==> src/rtl/fsm_pkg.sv <==
// Shared FSM state encodings.
// pktz_state_e: flit packetizer control states.
package fsm_pkg;

    typedef enum logic [2:0] {
        IDLE      = 3'd0,
        RREQ      = 3'd1,
        LOAD      = 3'd2,
        SEND_HEAD = 3'd3,
        SEND_BODY = 3'd4,
        SEND_TAIL = 3'd5
    } pktz_state_e;

endpackage

==> src/rtl/ni_pkg.sv <==
// Network-interface shared types: request packet layout seen at the
// request FIFO read port (one head, NI_BODY_FLITS body flits, one tail).
package ni_pkg;

    localparam int unsigned NI_FLIT_W     = 16;
    localparam int unsigned NI_BODY_FLITS = 3;

    typedef struct packed {
        logic [NI_FLIT_W-1:0]                     head;
        logic [NI_BODY_FLITS-1:0][NI_FLIT_W-1:0]  body;
        logic [NI_FLIT_W-1:0]                     tail;
    } req_packet_s;

endpackage

==> src/rtl/flit_packetizer.sv <==
// Flit packetizer: pops one request packet from the FIFO, buffers it and
// streams head, body[0..BODY_FLITS-1], tail flits with a valid/ready link.
// Ports: clk, resetn (async, active-low); pkt_din, fifo_empty, fifo_rreq
// (FIFO side); o_flit, valid_out, ready_in, o_last (link side);
// busy, pkt_sent_cnt (status).
module flit_packetizer
    import ni_pkg::*;
    import fsm_pkg::*;
#(
    parameter int unsigned FLIT_W     = NI_FLIT_W,
    parameter int unsigned BODY_FLITS = NI_BODY_FLITS
) (
    input  logic              clk,
    input  logic              resetn,
    input  req_packet_s       pkt_din,
    input  logic              fifo_empty,
    output logic              fifo_rreq,
    output logic [FLIT_W-1:0] o_flit,
    output logic              valid_out,
    input  logic              ready_in,
    output logic              o_last,
    output logic              busy,
    output logic [15:0]       pkt_sent_cnt
);

    localparam int unsigned IDX_W = (BODY_FLITS > 1) ? $clog2(BODY_FLITS) : 1;
    localparam logic [IDX_W-1:0] LAST_IDX = IDX_W'(BODY_FLITS - 1);

    pktz_state_e      state_q, state_d;
    logic [IDX_W-1:0] idx_q, idx_d;
    req_packet_s      buf_q, buf_d;
    logic [15:0]      cnt_q, cnt_d;

    always_ff @(posedge clk or negedge resetn) begin
        if (!resetn) begin
            state_q <= IDLE;
            idx_q   <= '0;
            buf_q   <= '0;
            cnt_q   <= '0;
        end else begin
            state_q <= state_d;
            idx_q   <= idx_d;
            buf_q   <= buf_d;
            cnt_q   <= cnt_d;
        end
    end

    always_comb begin
        state_d = state_q;
        idx_d   = idx_q;
        buf_d   = buf_q;
        cnt_d   = cnt_q;
        unique case (state_q)
            IDLE: begin
                if (!fifo_empty) state_d = RREQ;
            end
            RREQ: begin
                state_d = LOAD;
            end
            // FIFO read data is valid the cycle after the pop strobe.
            LOAD: begin
                buf_d   = pkt_din;
                idx_d   = '0;
                state_d = SEND_HEAD;
            end
            SEND_HEAD: begin
                if (ready_in) state_d = SEND_BODY;
            end
            SEND_BODY: begin
                if (ready_in) begin
                    if (idx_q == LAST_IDX) state_d = SEND_TAIL;
                    else                   idx_d   = idx_q + 1'b1;
                end
            end
            // fifo_empty is only sampled here, so it cannot disturb
            // the packet already in flight.
            SEND_TAIL: begin
                if (ready_in) begin
                    cnt_d   = cnt_q + 16'd1;
                    state_d = fifo_empty ? IDLE : RREQ;
                end
            end
            default: state_d = IDLE;
        endcase
    end

    // Outputs decode registered state only; ready_in never reaches them.
    always_comb begin
        o_flit = '0;
        case (state_q)
            SEND_HEAD: o_flit = buf_q.head;
            SEND_BODY: o_flit = buf_q.body[idx_q];
            SEND_TAIL: o_flit = buf_q.tail;
            default:   o_flit = '0;
        endcase
    end

    assign fifo_rreq    = (state_q == RREQ);
    assign valid_out    = (state_q == SEND_HEAD) ||
                          (state_q == SEND_BODY) ||
                          (state_q == SEND_TAIL);
    assign o_last       = (state_q == SEND_TAIL);
    assign busy         = (state_q != IDLE);
    assign pkt_sent_cnt = cnt_q;

endmodule

==> config.mk <==
export PLATFORM = sky130hd
export DESIGN_NAME = flit_packetizer
export DESIGN_NICKNAME = d
export VERILOG_FILES = /design/src/rtl/fsm_pkg.sv /design/src/rtl/ni_pkg.sv /design/src/rtl/flit_packetizer.sv
export SDC_FILE = /design/constraint.sdc
export NUM_CORES = 1
export LEC_CHECK = 0
export CAP_MARGIN = 20
export CORE_ASPECT_RATIO = 0.9
export CORE_MARGIN = 4
export CORE_UTILIZATION = 35
export CTS_BUF_LIST = sky130_fd_sc_hd__clkbuf_2
export DETAILED_ROUTE_END_ITERATION = 12
export GPL_TIMING_DRIVEN = 0
export PLACE_DENSITY = 0.7
export SETUP_SLACK_MARGIN = 0.5
export SLEW_MARGIN = 5
export SYNTH_ARGS = -nofsm -noshare
export SYNTH_HDL_FRONTEND = slang
export SYNTH_SLANG_ARGS = --single-unit
==> constraint.sdc <==
create_clock -name clk -period 2 [get_ports clk]
set_input_delay 0.4 -clock clk [delete_from_list [all_inputs] [get_ports clk]]
set_output_delay 0.4 -clock clk [all_outputs]
set_load 0.03 [all_outputs]
Word level (Yosys, flattened, before mapping):

Cells that the tools add are included.

* latch bits: 0
* input bits: 84
* output and inout bits: 36
* memory bits (read-only): 0
* logic and storage cells: 44
* memories kept: 0
* memory bits (writable): 0
* register bits: 101

* $mul: 0
* reductions and logical operators: 8
* equality and inequality tests: 12
* div/mod/pow operators: 0
* mux-type cells: 13
* shift operators: 0
* $lt $le $gt $ge: 1
* bitwise operators: 0
* add/sub/neg operators: 2

Operator list (number)
* case mux 16 bit (3 select lines): 1
* binary-select mux 16 bit (select 2 bit): 1
* case mux 3 bit (6 select lines): 1
* adder 16 x 1 -> 16 bit, second input constant: 1
* 2-to-1 mux 16 bit: 1
* 2-to-1 mux 3 bit: 5
* inequality test 2 bit, second input constant: 6
* == test 3 x 2 -> 1 bit, second input constant: 2
* == test 3 bit, second input constant: 2
* AND reduction 5 bit: 1
* 2-to-1 mux 2 bit: 2
* case mux 2 bit (2 select lines): 1
* == test 3 x 1 -> 1 bit, second input constant: 1
* logical NOT 3 bit: 1
* less-than comparator 2 x 3 -> 1 bit, second input constant: 1
* AND reduction 3 bit: 1
* nonzero test 3 bit: 1
* adder 2 x 1 -> 2 bit, second input constant: 1
* == test 2 bit, second input constant: 1
* logical OR 1 bit: 2
* AND reduction 2 bit: 1
* nonzero test 2 bit: 1
* 2-to-1 mux 1 bit: 1

Longest topological paths before layout:

* depth after elaboration: 4
* depth in mapped cells: 7
* gate-level depth less buffers: 6

Worst setup path after synthesis:

OpenSTA, ideal clock, no wires.

* path kind: reg-to-output
* start point: reg idx_q[0]
* end point: out o_flit[10]
* arrival: 1508 ps
* required time: 1600 ps
* slack: 92 ps
* stages on the path, launching flop included: 7
* buffers on the path: 2
* cells stage by stage: dfrtp_1 -> buf_2 -> nor2b_1 -> buf_2 -> a21oi_1 -> o21ai_0 -> a32o_1

* cells in the longest elaborated chain, start to end: 3

RTL lines
* start: declaration: RTL line flit_packetizer.sv:30 `logic [IDX_W-1:0] idx_q, idx_d;`
* start signal: assignment: RTL line flit_packetizer.sv:42 `idx_q <= idx_d;`
* binary-select mux 16 bit (select 2 bit): RTL line flit_packetizer.sv:92 `SEND_BODY: o_flit = buf_q.body[idx_q];`
* 2-to-1 mux 16 bit (not written as such): RTL line flit_packetizer.sv:92
* case mux 16 bit (3 select lines): RTL line flit_packetizer.sv:90 `case (state_q)`
* end: declaration: RTL line flit_packetizer.sv:18 `output logic [FLIT_W-1:0] o_flit,`

No other way between the ends. The select of a mux whose other input is x is not followed.

Final worst setup path:

* start point: reg idx_q[0]
* end point: out o_flit[13]

The elaborated chain is that of the path after synthesis.

==> qor.txt <==
==================================================================================
Netlist area before placement .......................................  0.00467 mm2
Max clock buf depth .................................................            2
Share of power burned in combinational logic ........................        66.1%
Drt via density .....................................................         5.29
Number of synthesized register bits .................................          101
Detailed Route Iter0 Violations .....................................          203
Class of the most critical setup path ...............................   reg -> out
Worst-Skew Late Latency .............................................       620 ps
Maximum number of pins on one net before global-route repair ........           67
Mean instance size in the synthesized netlist .......................     12.7 um2
Final non-filler cell area ..........................................  0.00808 mm2
Die area ............................................................   0.0153 mm2
Post-synthesis cell type count ......................................           38
Vias in the first global route ......................................         4242
Number of antenna repair diodes .....................................            0
Signed area change from the synthesized netlist to the final layout .        73.1%
Share of layout cells above drive strength 1 ........................        55.2%
Required time reported for the critical path endpoint ...............      1600 ps
Cell count after synthesis ..........................................          369
Result of the run ................................................... complete, but fails checks
First-pass GRT wire length ..........................................      23.3 mm
Setup Slack @ Placement .............................................      -471 ps
Yosys synthesis warning count .......................................            0
Worst clock skew ....................................................      32.8 ps
Initial core utilization ............................................        36.3%
Syn Nets ............................................................          455
Fraction of power consumed by sequential logic ......................        27.2%
Overall global routing resource usage ...............................        19.6%
Detailed Place HPWL .................................................      9.43 mm
P per Cell Area .....................................................  1620 mW/mm2
Number of iterations in the first detailed-routing pass .............            4
Maximum achievable frequency ........................................      386 MHz
Lkg Pwr .............................................................      3.68 nW
Violated checks ..................................................... setup timing
TritonCTS Sinks .....................................................          101
Total Wirelength ....................................................      15.5 mm
# DRC ...............................................................            0
Switching power total ...............................................      4.79 mW
Switching portion of total power ....................................        36.5%
Maximum vdd drop ....................................................     0.850 mV
Max Cap Viol ........................................................            0
Wire length per cell ................................................      20.7 um
Setup violators final ...............................................          107
Final worst path period need ........................................      2590 ps
Sort of element at the end of the critical path .....................  output port
Slew at the pin closest to its max-slew limit .......................       566 ps
Final weighted congestion in routability-driven placement ...........        0.753
Final number of hold-violating endpoints ............................            0
Final slew viol count ...............................................            0
Class of the most critical hold timing path .........................    in -> reg
Share of the cycle needed by the critical path after routing ........         129%
Horiz. Die Dim ......................................................       130 um
Share of total power in the clock network ...........................         6.6%
Area of the placeable core ..........................................   0.0129 mm2
Beginning of the worst register-to-register path ....................   state_q[0]
Crit path launch ....................................................     idx_q[0]
Total power consumption of the routed design ........................      13.1 mW
I/O Buffers .........................................................          118
Master cell of the clock root buffer ................................ sky130_fd_sc_hd__clkbuf_2
Data arrival time of the worst path .................................      2190 ps
Y dimension of the die ..............................................       118 um
Area post-placement .................................................  0.00624 mm2
Type of element launching the critical path .........................     register
Total number of vias ................................................         3950
Net total in the final layout .......................................          666
Leftover overflow at the end of global routing ......................            0
Antenna violations before repair ....................................            1
Clock-pin slew on the worst setup and hold paths ....................       250 ps
RSZ-0062 raised after global routing ................................         true
Relative slew slack .................................................        62.3%
Num rows ............................................................           39
Startpoint of the lowest-slack hold path ............................     ready_in
Worst path setup slack after routing ................................      -589 ps
# H-tree levels .....................................................            3
Maximum fanout along the worst path .................................            5
Clock tree from TritonCTS ...........................................          yes
Sequential fraction of the synthesis area ...........................        54.1%
Residual antenna-violating net count after detailed routing .........            0
Number of top-level pins ............................................          120
Cts bufs inserted ...................................................            9
Power Internal ......................................................      8.34 mW
==================================================================================
## critical path, stage by stage (launching register included)
cell	delay (ps)
sky130_fd_sc_hd__dfrtp_1	460
sky130_fd_sc_hd__buf_6	130
sky130_fd_sc_hd__nor2b_4	120
sky130_fd_sc_hd__buf_6	120
sky130_fd_sc_hd__buf_8	140
sky130_fd_sc_hd__a21oi_2	110
sky130_fd_sc_hd__o21ai_1	80
sky130_fd_sc_hd__a32o_2	290
sky130_fd_sc_hd__buf_6	140
## flip-flops by register name (all words and copies together), names as in the netlist
register      flops
pkt_sent_cnt     16
buf_q            80
state_q           3
idx_q             2
## metrics by stage
step	cells	hold WS, ps	setup TNS (ps)	util [%]
after floorplan	369	104	0	-
after global placement	651	458	-338710	48.2
after detailed placement	652	403	-7280	48.4
after CTS	734	20.1	-18350	60.3
after global routing	747	-15.1	-34140	62.7
final	747	47.0	-24340	62.7
## cells in the final DEF (no fill, tap or decap), types with 5 or more instances in the layout
cell type / Yosys / layout
sky130_fd_sc_hd__nand2b_1: 17 / 16
sky130_fd_sc_hd__nand2_1: 13 / 11
sky130_fd_sc_hd__o21ai_1: 0 / 13
sky130_fd_sc_hd__nand4_1: 6 / 6
sky130_fd_sc_hd__dfrtp_1: 101 / 90
sky130_fd_sc_hd__mux2i_1: 16 / 9
sky130_fd_sc_hd__nor2_1: 8 / 5
sky130_fd_sc_hd__clkdlybuf4s50_1: 0 / 81
sky130_fd_sc_hd__buf_4: 1 / 43
sky130_fd_sc_hd__xnor2_2: 0 / 5
sky130_fd_sc_hd__buf_16: 0 / 9
sky130_fd_sc_hd__a21oi_2: 0 / 14
sky130_fd_sc_hd__buf_6: 1 / 66
sky130_fd_sc_hd__buf_8: 0 / 7
sky130_fd_sc_hd__mux2_4: 0 / 80
sky130_fd_sc_hd__buf_12: 0 / 12
sky130_fd_sc_hd__clkbuf_2: 0 / 10
sky130_fd_sc_hd__xor2_1: 6 / 6
sky130_fd_sc_hd__a32o_2: 0 / 16
sky130_fd_sc_hd__dfrtp_2: 0 / 11
## cell type report
cell class / count / area (um2)
clock buffer: 9 / 45.0
inverter: 4 / 15.0
tap: 164 / 205
buffer: 25 / 348
timing repair buffer: 200 / 2210
sequential: 101 / 2540
multi-input combinational: 239 / 2680
clock inverter: 5 / 37.5
fill: 986 / 4800
## synth_stat cells
cell                       count  area share (%)
sky130_fd_sc_hd__buf_4         1            0.16
sky130_fd_sc_hd__xnor2_1       9             1.7
sky130_fd_sc_hd__a21oi_1      17             1.8
sky130_fd_sc_hd__mux2_2       80              19
sky130_fd_sc_hd__clkbuf_1      5            0.40
sky130_fd_sc_hd__nor2b_1       2            0.27
sky130_fd_sc_hd__nand3_1       4            0.43
sky130_fd_sc_hd__o21ai_0      20             2.1
sky130_fd_sc_hd__nor4_1        1            0.13
sky130_fd_sc_hd__a31oi_1       4            0.54
sky130_fd_sc_hd__buf_2        17             1.8
sky130_fd_sc_hd__and2_1        1            0.13
sky130_fd_sc_hd__and2b_1       1            0.16
sky130_fd_sc_hd__nand4_1       6            0.80
sky130_fd_sc_hd__dfrtp_1     101              54
sky130_fd_sc_hd__nand2_1      13             1.0
sky130_fd_sc_hd__or2_2         1            0.13
sky130_fd_sc_hd__ha_1          2            0.54
sky130_fd_sc_hd__mux2i_1      16             3.4
sky130_fd_sc_hd__buf_6         1            0.24
sky130_fd_sc_hd__or3_1         1            0.13
sky130_fd_sc_hd__nor2_2        1            0.13
sky130_fd_sc_hd__and3_1        1            0.13
sky130_fd_sc_hd__a32o_1       16             3.4
sky130_fd_sc_hd__o21bai_1      1            0.16
sky130_fd_sc_hd__or3b_2        1            0.19
sky130_fd_sc_hd__nor4b_1       1            0.19
sky130_fd_sc_hd__nand2b_1     17             2.3
sky130_fd_sc_hd__nor3_1        2            0.21
sky130_fd_sc_hd__nand4b_4      1            0.51
sky130_fd_sc_hd__a22o_1        1            0.19
sky130_fd_sc_hd__xor2_1        6             1.1
sky130_fd_sc_hd__nor3b_1       2            0.32
sky130_fd_sc_hd__inv_1         4            0.32
sky130_fd_sc_hd__and3b_1       1            0.19
sky130_fd_sc_hd__nor2_1        8            0.64
sky130_fd_sc_hd__or4_4         2            0.48
sky130_fd_sc_hd__buf_1         1           0.080
## cell families (layout without fill, tap and decap cells)
logic type,count (synthesis),in the layout,synth area share (%)
multiplexers,96,96,22.7
buffers and inverters,29,243,3.03
XOR/XNOR,15,15,2.81
AND/OR/NAND/NOR,67,67,8.52
adder cells (fa/ha/maj),2,2,0.536
flip-flops,101,101,54.1
AO/OA/AOI/OAI,59,59,8.28
## metal layers
layer	wire, um	global-route usage [%]
met3	973	5.22
met2	7610	31.5
met5	12	0
met1	6670	26.4
met4	224	4.81
## power groups by stage
stage / Combinational [mW] / Sequential [mW] / Clock, mW
global placement: 4.93 / 3.46 / 0
detailed placement: 5.05 / 3.51 / 0
global route: 9.08 / 3.68 / 0.972
finish: 8.68 / 3.57 / 0.870
floorplan: 3.54 / 3.39 / 0
CTS: 8.24 / 3.50 / 0.890
## final timing paths
path                              end  slack, ps  cells after the start
max                        o_flit[13]       -590                      8
min                        state_q[1]         50                      2
max reg2reg                 buf_q[12]       -220                     11
min reg2reg                  buf_q[2]        540                      1
max in group asynchronous   buf_q[70]       1050                      3
min in group asynchronous   buf_q[45]        250                      2
## repair_timing
item,CTS,global route
gates cloned,11,1
buffers inserted,56,12
pin swaps,39,34
endpoints found under the hold margin,35,0
gates resized for setup,438,39
hold buffers,1,0
setup endpoints to repair,123,134
Note: power is estimated with default switching activity, not from simulation.
